### config.mk
export PLATFORM = sky130hd
export DESIGN_NAME = stopwatch_counter
export DESIGN_NICKNAME = d
export VERILOG_FILES = /design/src/rtl/stopwatch_pkg.sv /design/src/rtl/bcd_digit.sv /design/src/rtl/stopwatch_counter.sv
export SDC_FILE = /design/constraint.sdc
export NUM_CORES = 1
export LEC_CHECK = 0
export ABC_AREA = 1
export BUFFER_PORTS_ARGS = -buffer_cell sky130_fd_sc_hd__buf_2
export CORE_MARGIN = 3
export CORE_UTILIZATION = 48
export DETAILED_ROUTE_END_ITERATION = 12
export PLACE_DENSITY = 0.66
export RECOVER_POWER = 50
export SETUP_SLACK_MARGIN = 0.5
export SLEW_MARGIN = 40
export SYNTH_ARGS = -nofsm -noshare
export SYNTH_HDL_FRONTEND = slang
export SYNTH_SLANG_ARGS = --single-unit
export TNS_END_PERCENT = 30
### constraint.sdc
create_clock -name clk -period 2.4 [get_ports clk]
set_clock_uncertainty 0.05 [all_clocks]
set_input_delay 0.36 -clock clk [delete_from_list [all_inputs] [get_ports clk]]
set_output_delay 0.36 -clock clk [all_outputs]
set_load 0.02 [all_outputs]
### src/rtl/stopwatch_pkg.sv
// Shared definitions for the stopwatch counting core: FSM state encoding
// and BCD digit constants.
package stopwatch_pkg;

  typedef enum logic [1:0] {
    IDLE  = 2'd0,
    RUN   = 2'd1,
    PAUSE = 2'd2
  } sw_state_e;

  localparam int BCD_W = 4;
  localparam logic [BCD_W-1:0] BCD_MAX = 4'd9;

endpackage

### src/rtl/bcd_digit.sv
// One decimal digit of the stopwatch cascade. carry is combinational so the
// whole chain rolls over on the same edge that consumes the tick.
module bcd_digit
  import stopwatch_pkg::*;
(
  input  logic             clk,
  input  logic             rst,
  input  logic             inc,
  input  logic             clr,
  output logic [BCD_W-1:0] value,
  output logic             carry
);

  assign carry = inc & (value == BCD_MAX);

  // Digit register: clear has priority, otherwise count 0..9 on inc.
  always_ff @(posedge clk or posedge rst) begin
    if (rst) begin
      value <= '0;
    end else if (clr) begin
      value <= '0;
    end else if (inc) begin
      value <= carry ? '0 : value + 1'b1;
    end
  end

endmodule

### src/rtl/stopwatch_counter.sv
// Stopwatch time base and BCD counter: button synchronizers with rising-edge
// detect, 0.01 s prescaler, start/stop/clear FSM and four cascaded digits.
//
// state | meaning
// ------+---------------------------------------------------------
// IDLE  | stopped at 00.00, prescaler and overflow flag held at 0
// RUN   | prescaler running, digits advance on every tick
// PAUSE | prescaler and digits frozen, resume keeps partial period
module stopwatch_counter
  import stopwatch_pkg::*;
#(
  parameter int unsigned TICK_DIV = 1_000_000
) (
  input  logic             clk,
  input  logic             rst,
  input  logic             btn_ss,
  input  logic             btn_clr,
  output logic [BCD_W-1:0] num1,
  output logic [BCD_W-1:0] num2,
  output logic [BCD_W-1:0] num3,
  output logic [BCD_W-1:0] num4,
  output logic             running,
  output logic             ovf
);

  localparam int PW = (TICK_DIV > 1) ? $clog2(TICK_DIV) : 1;
  localparam logic [PW-1:0] PRESC_LAST = PW'(TICK_DIV - 1);

  logic [2:0] ss_sync;
  logic [2:0] clr_sync;
  logic       ss_ev;
  logic       clr_ev;

  sw_state_e  state;
  sw_state_e  state_nxt;

  logic [PW-1:0] presc;
  logic          tick;
  logic          digit_clr;
  logic          c4, c3, c2, c1;

  // Two synchronizer flops plus one history flop per button; reset to 0 so
  // a button held through reset release does not fire an event.
  always_ff @(posedge clk or posedge rst) begin
    if (rst) begin
      ss_sync  <= '0;
      clr_sync <= '0;
    end else begin
      ss_sync  <= {ss_sync[1:0], btn_ss};
      clr_sync <= {clr_sync[1:0], btn_clr};
    end
  end

  assign ss_ev  = ss_sync[1] & ~ss_sync[2];
  assign clr_ev = clr_sync[1] & ~clr_sync[2];

  // State register.
  always_ff @(posedge clk or posedge rst) begin
    if (rst) begin
      state <= IDLE;
    end else begin
      state <= state_nxt;
    end
  end

  // Next-state decode; clear beats start/stop only in PAUSE, and is dropped
  // in RUN so a stray press cannot lose a running time.
  always_comb begin
    state_nxt = state;
    case (state)
      IDLE:    if (ss_ev) state_nxt = RUN;
      RUN:     if (ss_ev) state_nxt = PAUSE;
      PAUSE: begin
        if (clr_ev)     state_nxt = IDLE;
        else if (ss_ev) state_nxt = RUN;
      end
      default: state_nxt = IDLE;
    endcase
  end

  // running is registered from the next state so it changes on the same
  // edge as the state register.
  always_ff @(posedge clk or posedge rst) begin
    if (rst) begin
      running <= 1'b0;
    end else begin
      running <= (state_nxt == RUN);
    end
  end

  assign tick      = (state == RUN) && (presc == PRESC_LAST);
  assign digit_clr = (state_nxt == IDLE);

  // Prescaler: zero in (and on entry to) IDLE, counts only in RUN, holds in
  // PAUSE. A tick on the RUN->PAUSE edge is still consumed here.
  always_ff @(posedge clk or posedge rst) begin
    if (rst) begin
      presc <= '0;
    end else if (digit_clr) begin
      presc <= '0;
    end else if (state == RUN) begin
      presc <= tick ? '0 : presc + 1'b1;
    end
  end

  bcd_digit u_num4 (.clk(clk), .rst(rst), .inc(tick), .clr(digit_clr), .value(num4), .carry(c4));
  bcd_digit u_num3 (.clk(clk), .rst(rst), .inc(c4),   .clr(digit_clr), .value(num3), .carry(c3));
  bcd_digit u_num2 (.clk(clk), .rst(rst), .inc(c3),   .clr(digit_clr), .value(num2), .carry(c2));
  bcd_digit u_num1 (.clk(clk), .rst(rst), .inc(c2),   .clr(digit_clr), .value(num1), .carry(c1));

  // Sticky overflow: set when the top digit rolls 9->0, cleared on IDLE entry.
  always_ff @(posedge clk or posedge rst) begin
    if (rst) begin
      ovf <= 1'b0;
    end else if (digit_clr) begin
      ovf <= 1'b0;
    end else if (c1) begin
      ovf <= 1'b1;
    end
  end

endmodule

==> results of run 1 <==
-- worst min path at each step --
| stage | start | end | slack [ns] | cells past startpoint |
|---|---|---|---|---|
| 4_1_cts | btn_clr | clr_sync[0] | 0.10 | 1 |
| 2_1_floorplan | clr_sync[0] | clr_sync[1] | 0.28 | 0 |
| 6_report | btn_clr | clr_sync[0] | 0.11 | 1 |
| 5_1_grt | btn_clr | clr_sync[0] | 0.09 | 1 |
| 3_5_place_dp | clr_sync[0] | clr_sync[1] | 0.29 | 0 |
| 3_3_place_gp | ss_sync[0] | ss_sync[1] | 0.28 | 0 |
-- cells in the final DEF (no fill, tap or decap), types with 2 or more instances in the layout --
cell and count:
nand2_1 72, dfrtp_1 46, inv_1 41, nor2_1 40
nand3_1 33, xor2_1 22, buf_2 21, nand4_1 17
o21ai_0 16, inv_2 9, ha_1 8, nor3_1 6
o21ai_1 6, buf_4 6, nor2_4 5, a21oi_1 5
clkbuf_8 5, o31ai_1 4, nor2_2 2, nand3_2 2
xnor2_1 2, nand2_2 2, or2_0 2
-- metrics by stage --
stage	util, %	worst slack (ns)	area, um2	hold WS [ns]	power [mW]
floorplan	-	0.7674	2776	0.2812	1.350
global placement	53.09	0.4564	2942	0.2837	1.444
detailed placement	53.09	0.4584	2942	0.2919	1.447
CTS	55.04	0.4789	3049	0.1002	1.938
global route	56.03	0.3743	3104	0.09063	2.093
finish	56.03	0.5201	3104	0.1076	1.972
-- repair_timing --
| action | 4_1_cts | 5_1_grt |
|---|---|---|
| gates resized for setup | 1 | 13 |
| setup buffers | 2 | 3 |
| pin swaps | 2 | 2 |
| setup endpoints to repair | 19 | 26 |
-- cell type report --
class	count	share of cell area [%]
clock buffer	5	2.217
clock inverter	3	0.6852
inverter	50	6.046
multi-input combinational	250	45.22
sequential	46	37.08
tap	72	2.902
timing repair buffer	30	5.844
-- state kept, by name, indices dropped and copies added, names as in the netlist --
signal        count
ss_sync           3
u_num4.value      4
presc            20
state             2
u_num1.value      4
u_num2.value      4
clr_sync          3
ovf               1
u_num3.value      4
running           1
-- critical path, delay by kind of cell, from the launching register on --
kind | cells | cell delay [ns]
buffers and inverters | 3 | 0.43
AND/OR/NAND/NOR | 3 | 0.35
AO/OA/AOI/OAI | 2 | 0.53
flip-flops | 1 | 0.42
-- report_power, final --
group	internal (mW)	switching (mW)
combinational	0.185	0.457
sequential	0.818	0.0362
clock	0.205	0.272
total	1.21	0.765
-- cell families (layout without fill, tap and decap cells) --
logic type / Yosys count / count (layout) / synth area share [%]
compound gates: 32 / 32 / 6.309
simple gates: 185 / 185 / 31.68
buf+inv: 58 / 88 / 8.923
flops: 46 / 46 / 41.46
fa+ha+maj: 9 / 9 / 4.056
xor+xnor: 24 / 24 / 7.571
-- routing by layer --
| metal | vias to the layer above | wire length, um | global-route usage (%) |
|---|---|---|---|
| met5 | - | 0 | 0 |
| met2 | 88 | 2687 | 30.37 |
| met1 | 1103 | 2756 | 28.15 |
| li1 | 1196 | - | - |
| met4 | 0 | 111 | 7.475 |
| met3 | 11 | 341 | 3.947 |
==> flow_summary.yaml, run 1 <==
floorplanning:
  initial_utilization_pct: 50.11
  io_pins: 22
  core-area_um2: 5540
  die_w_um: 82.06
  rows: 27
  dieHeight_um: 82.06
  dieArea_um2: 6733
place:
  io_buffers: 21
  gp_routability_congestion: 0.9693
  hpwlAfterDp_um: 4372
  dp.cells: 443
final_layout:
  seq_area_um2: 1151
  n_fill_cell: 537
  antennaDiodeCount: 0
  final_cells: 456
  area_delta_synth_final_pct: 11.81
  multi_input_area_um2: 1404
  drive_above_1_share_pct: 16.15
  nNetsFinal: 396
worst_setup_path:
  endpoint_kind: "flip-flop"
  max_stage_delay_ns: 0.42
  slowest_stage: "dfrtp_1"
  crit_arrival_ns: 2.04
  r2r_cells: 8
  cp_cell_sequence: "nor2_4, inv_2, o21ai_0, nor2_4, inv_2, buf_8, nand2_1, o21ai_0"
  reg2reg_from: "state[1]"
  r2r-end: "u_num3.value[3]"
  cp-start-kind: "flip-flop"
  cp-startpoint: "state[1]"
  crit_end: "u_num3.value[3]"
  path_max_fanout: 23
  cp.required_ns: 2.56
  critPathKind: "reg -> reg"
  rrSetupSlack_ns: 0.52
clock_tree:
  htree_levels: 2
  ctsRootBufferMaster: "clkbuf_8"
  cts_buffer_depth: 2
  cts_hold_buf: 0
  insertion_delay_ns: 0.30
  clkTransAtPathRegs_ns: 0.09
  cts_sinks: 46
  tritoncts: "yes"
  cts_inserted_buffers: 5
timing:
  fin_tns_setup_ns: 0
  fin_crit_ns: 1.880
  maxSlewViolCount: 0
  setup_viol: 0
  rsz0062_at_grt: "false"
  fmax_ghz: 0.5319
  hold_viol_final: 0
  period_share_pct: 78.33
  worstMarginPinSlew_ns: 1.119
  max_slew_margin_pct: 25.40
logic_synthesis:
  synth_area_per_cell_um2: 7.843
  synthFlopType: "dfrtp_1"
  synth_edf_count: 0
  syn_nets: 367
  synth_cell_type_count: 28
  netlist_area_um2: 2776
  ys_top_cells_by_count: "74 x nand2_1, 46 x dfrtp_1, 44 x inv_1, 41 x nor2_1, 33 x nand3_1"
  yosysSeqAreaShare_pct: 41.46
  synthCells: 354
  yosys.area.top_type: "dfrtp_1"
  synth_top_area_share_pct: 41.46
  ys_async_sr_fraction_pct: 100.0
  synth_most_common_cell: "nand2_1"
  yosys_register_bits: 46
  ys_warn_count: 0
  synth_area_leaders: "dfrtp_1 41%, nand2_1 10%, xor2_1 6.9%"
routing:
  ant_nets: 0
  detail_route.wl_per_cell_um: 12.93
  drc_errors: 0
  drt_first_pass_iters: 4
  viasPerCell: 5.259
  vias: 2398
  routed_wl_um: 5896
  drtIter0Drc: 193
pwr:
  irDropWorstVdd_v: 0.0004522
  power_density_nw_per_um2: 635.3
  leakage_nw: 1.535
global_routing:
  grt_usage_pct: 19.99
  antenna_found_initial: 0
  overflow: 0
  grt_pass1_vias: 2187
  grt_max_degree: 47
  grt_pass1_wl_um: 10240
run_status:
  outcome: "finished clean"
min_path:
  hold_path_class: "in -> reg"
job:
  drv_cap: 0
(Power assumes the default switching activity.)
==> run 2: changes to the inputs <==
PLACE_DENSITY = 0.69   (was 0.66)
clock period = 1.6 ns   (was 2.4 ns; I/O delays follow)
==> run 2 against run 1 <==
Net effect:
- the run now ends with setup timing left
- non-clock buffer count rose by 55
- design area rose by 26%
- die area did not move
- critical endpoint is now presc[4]
==> flow_summary.yaml, run 2 (synthesis results as in run 1) <==
run_status:
  outcome: "complete, but fails checks"
  violations: "setup timing"
timing:
  period_share_pct: 103.4
  rsz0062_at_grt: "true"
  hold_viol_final: 0
  setup_viol: 30
  hold_ws_ns: 0.3098
  maxSlewViolCount: 0
  worstMarginPinSlew_ns: 0.6438
  fin_crit_ns: 1.655
  fmax_ghz: 0.6044
  max_slew_margin_pct: 57.08
  fin_ws_ns: -0.05467
  fin_tns_setup_ns: -0.8117
final_layout:
  final_cells: 511
  layout_common_cells: "67 x nand2_1, 45 x buf_4, 44 x dfrtp_1"
  regMostFlops: "presc"
  drive_above_1_share_pct: 33.03
  largest_register_ffs: 20
  area_delta_synth_final_pct: 40.74
  nNetsFinal: 451
  fin_area_um2: 3908
  antennaDiodeCount: 0
  utilization_pct: 70.53
  final_common_cell: "nand2_1"
routing:
  viasPerCell: 5.309
  ant_nets: 0
  vias: 2713
  drt_first_pass_iters: 4
  drtIter0Drc: 196
  detail_route.wl_per_cell_um: 14.89
  routed_wl_um: 7611
  drc_errors: 0
global_routing:
  grt_usage_pct: 24.07
  antenna_found_initial: 0
  overflow: 0
  grt_max_degree: 47
  grt_pass1_vias: 2702
  grt_pass1_wl_um: 12470
clock_tree:
  htree_levels: 2
  insertion_delay_ns: 0.31
  tritoncts: "yes"
  cts_sinks: 46
  ctsRootBufferMaster: "clkbuf_8"
  cts_buffer_depth: 2
  clkTransAtPathRegs_ns: 0.09
  cts_inserted_buffers: 5
worst_setup_path:
  endpoint_kind: "flip-flop"
  crit_arrival_ns: 1.82
  max_stage_delay_ns: 0.39
  slowest_stage: "dfrtp_1"
  critPathKind: "reg -> reg"
  cp_cell_sequence: "inv_2, nor2_4, inv_2, o21ai_2, nor2_4, buf_6, nor2_8, buf_12, nand2_1, o31ai_1"
  rrSetupSlack_ns: -0.05
  cp-start-kind: "flip-flop"
  cp.required_ns: 1.76
  path_max_fanout: 16
place:
  hpwlAfterDp_um: 4961
  dp.cells: 479
  pre_cts_ws_ns: -0.07384
  place_area_um2: 3307
  gp_routability_congestion: 0.9731
  io_buffers: 21
pwr:
  leakage_nw: 1.946
  irDropWorstVdd_v: 0.0009094
  power_density_nw_per_um2: 1067
  total_power_mw: 4.169
min_path:
  hold_path_class: "reg -> reg"
floorplanning:
  dieHeight_um: 82.06
  rows: 27
  core-area_um2: 5540
  dieArea_um2: 6733
  io_pins: 22
  initial_utilization_pct: 50.11
  die_w_um: 82.06
job:
  drv_cap: 0
## run 2: final timing paths
| kind | start | cells past startpoint | end |
|---|---|---|---|
| hold reg to reg | clr_sync[0] | 0 | clr_sync[1] |
| max in group asynchronous | rst | 4 | u_num1.value[1] |
| min in group asynchronous | rst | 4 | presc[6] |
| setup / recovery | state[0] | 10 | presc[4] |
| hold / removal | clr_sync[0] | 0 | clr_sync[1] |
| setup reg to reg | state[0] | 10 | presc[4] |
## run 2: repair_timing
item | in CTS | in global routing
endpoints found under the hold margin | 48 | 0
gates resized for setup | 52 | 32
pin swaps | 14 | 10
setup endpoints to repair | 55 | 56
hold buffers | 3 | 0
cloned | 3 | 0
buffers inserted | 13 | 5
## run 2: final cells by class
| cell class | instances | area (um2) |
|---|---|---|
| clock buffers | 5 | 68.82 |
| repair buffers | 85 | 823.3 |
| fillers | 420 | 1633 |
| clock inverters | 3 | 25.02 |
| flip-flops and latches | 46 | 1154 |
| inverters | 50 | 195.2 |
| well taps | 72 | 90.09 |
| multi-input cells | 250 | 1551 |
## run 2: where the power goes
part | switching, mW | leakage [nW] | internal, mW
clock network | 0.443 | 0.0447 | 0.316
registers | 0.0557 | 0.619 | 1.23
logic | 1.04 | 1.28 | 1.09
total | 1.54 | 1.95 | 2.63
## run 2: metal layers
layer / track usage, % / part of all wire, % / routed length, um / vias up
met5: 0 / 0 / 0 / -
met4: 9.136 / 3.0 / 231 / 0
met3: 3.728 / 4.6 / 351 / 28
met2: 38.45 / 49 / 3735 / 88
met1: 32.78 / 43 / 3293 / 1292
li1: - / - / - / 1305
## run 2: critical path: cells and delay by family (launching register included)
kind,cells,cell delay [ns]
simple gates,4,0.43
flops,1,0.39
compound gates,2,0.26
buf+inv,4,0.43
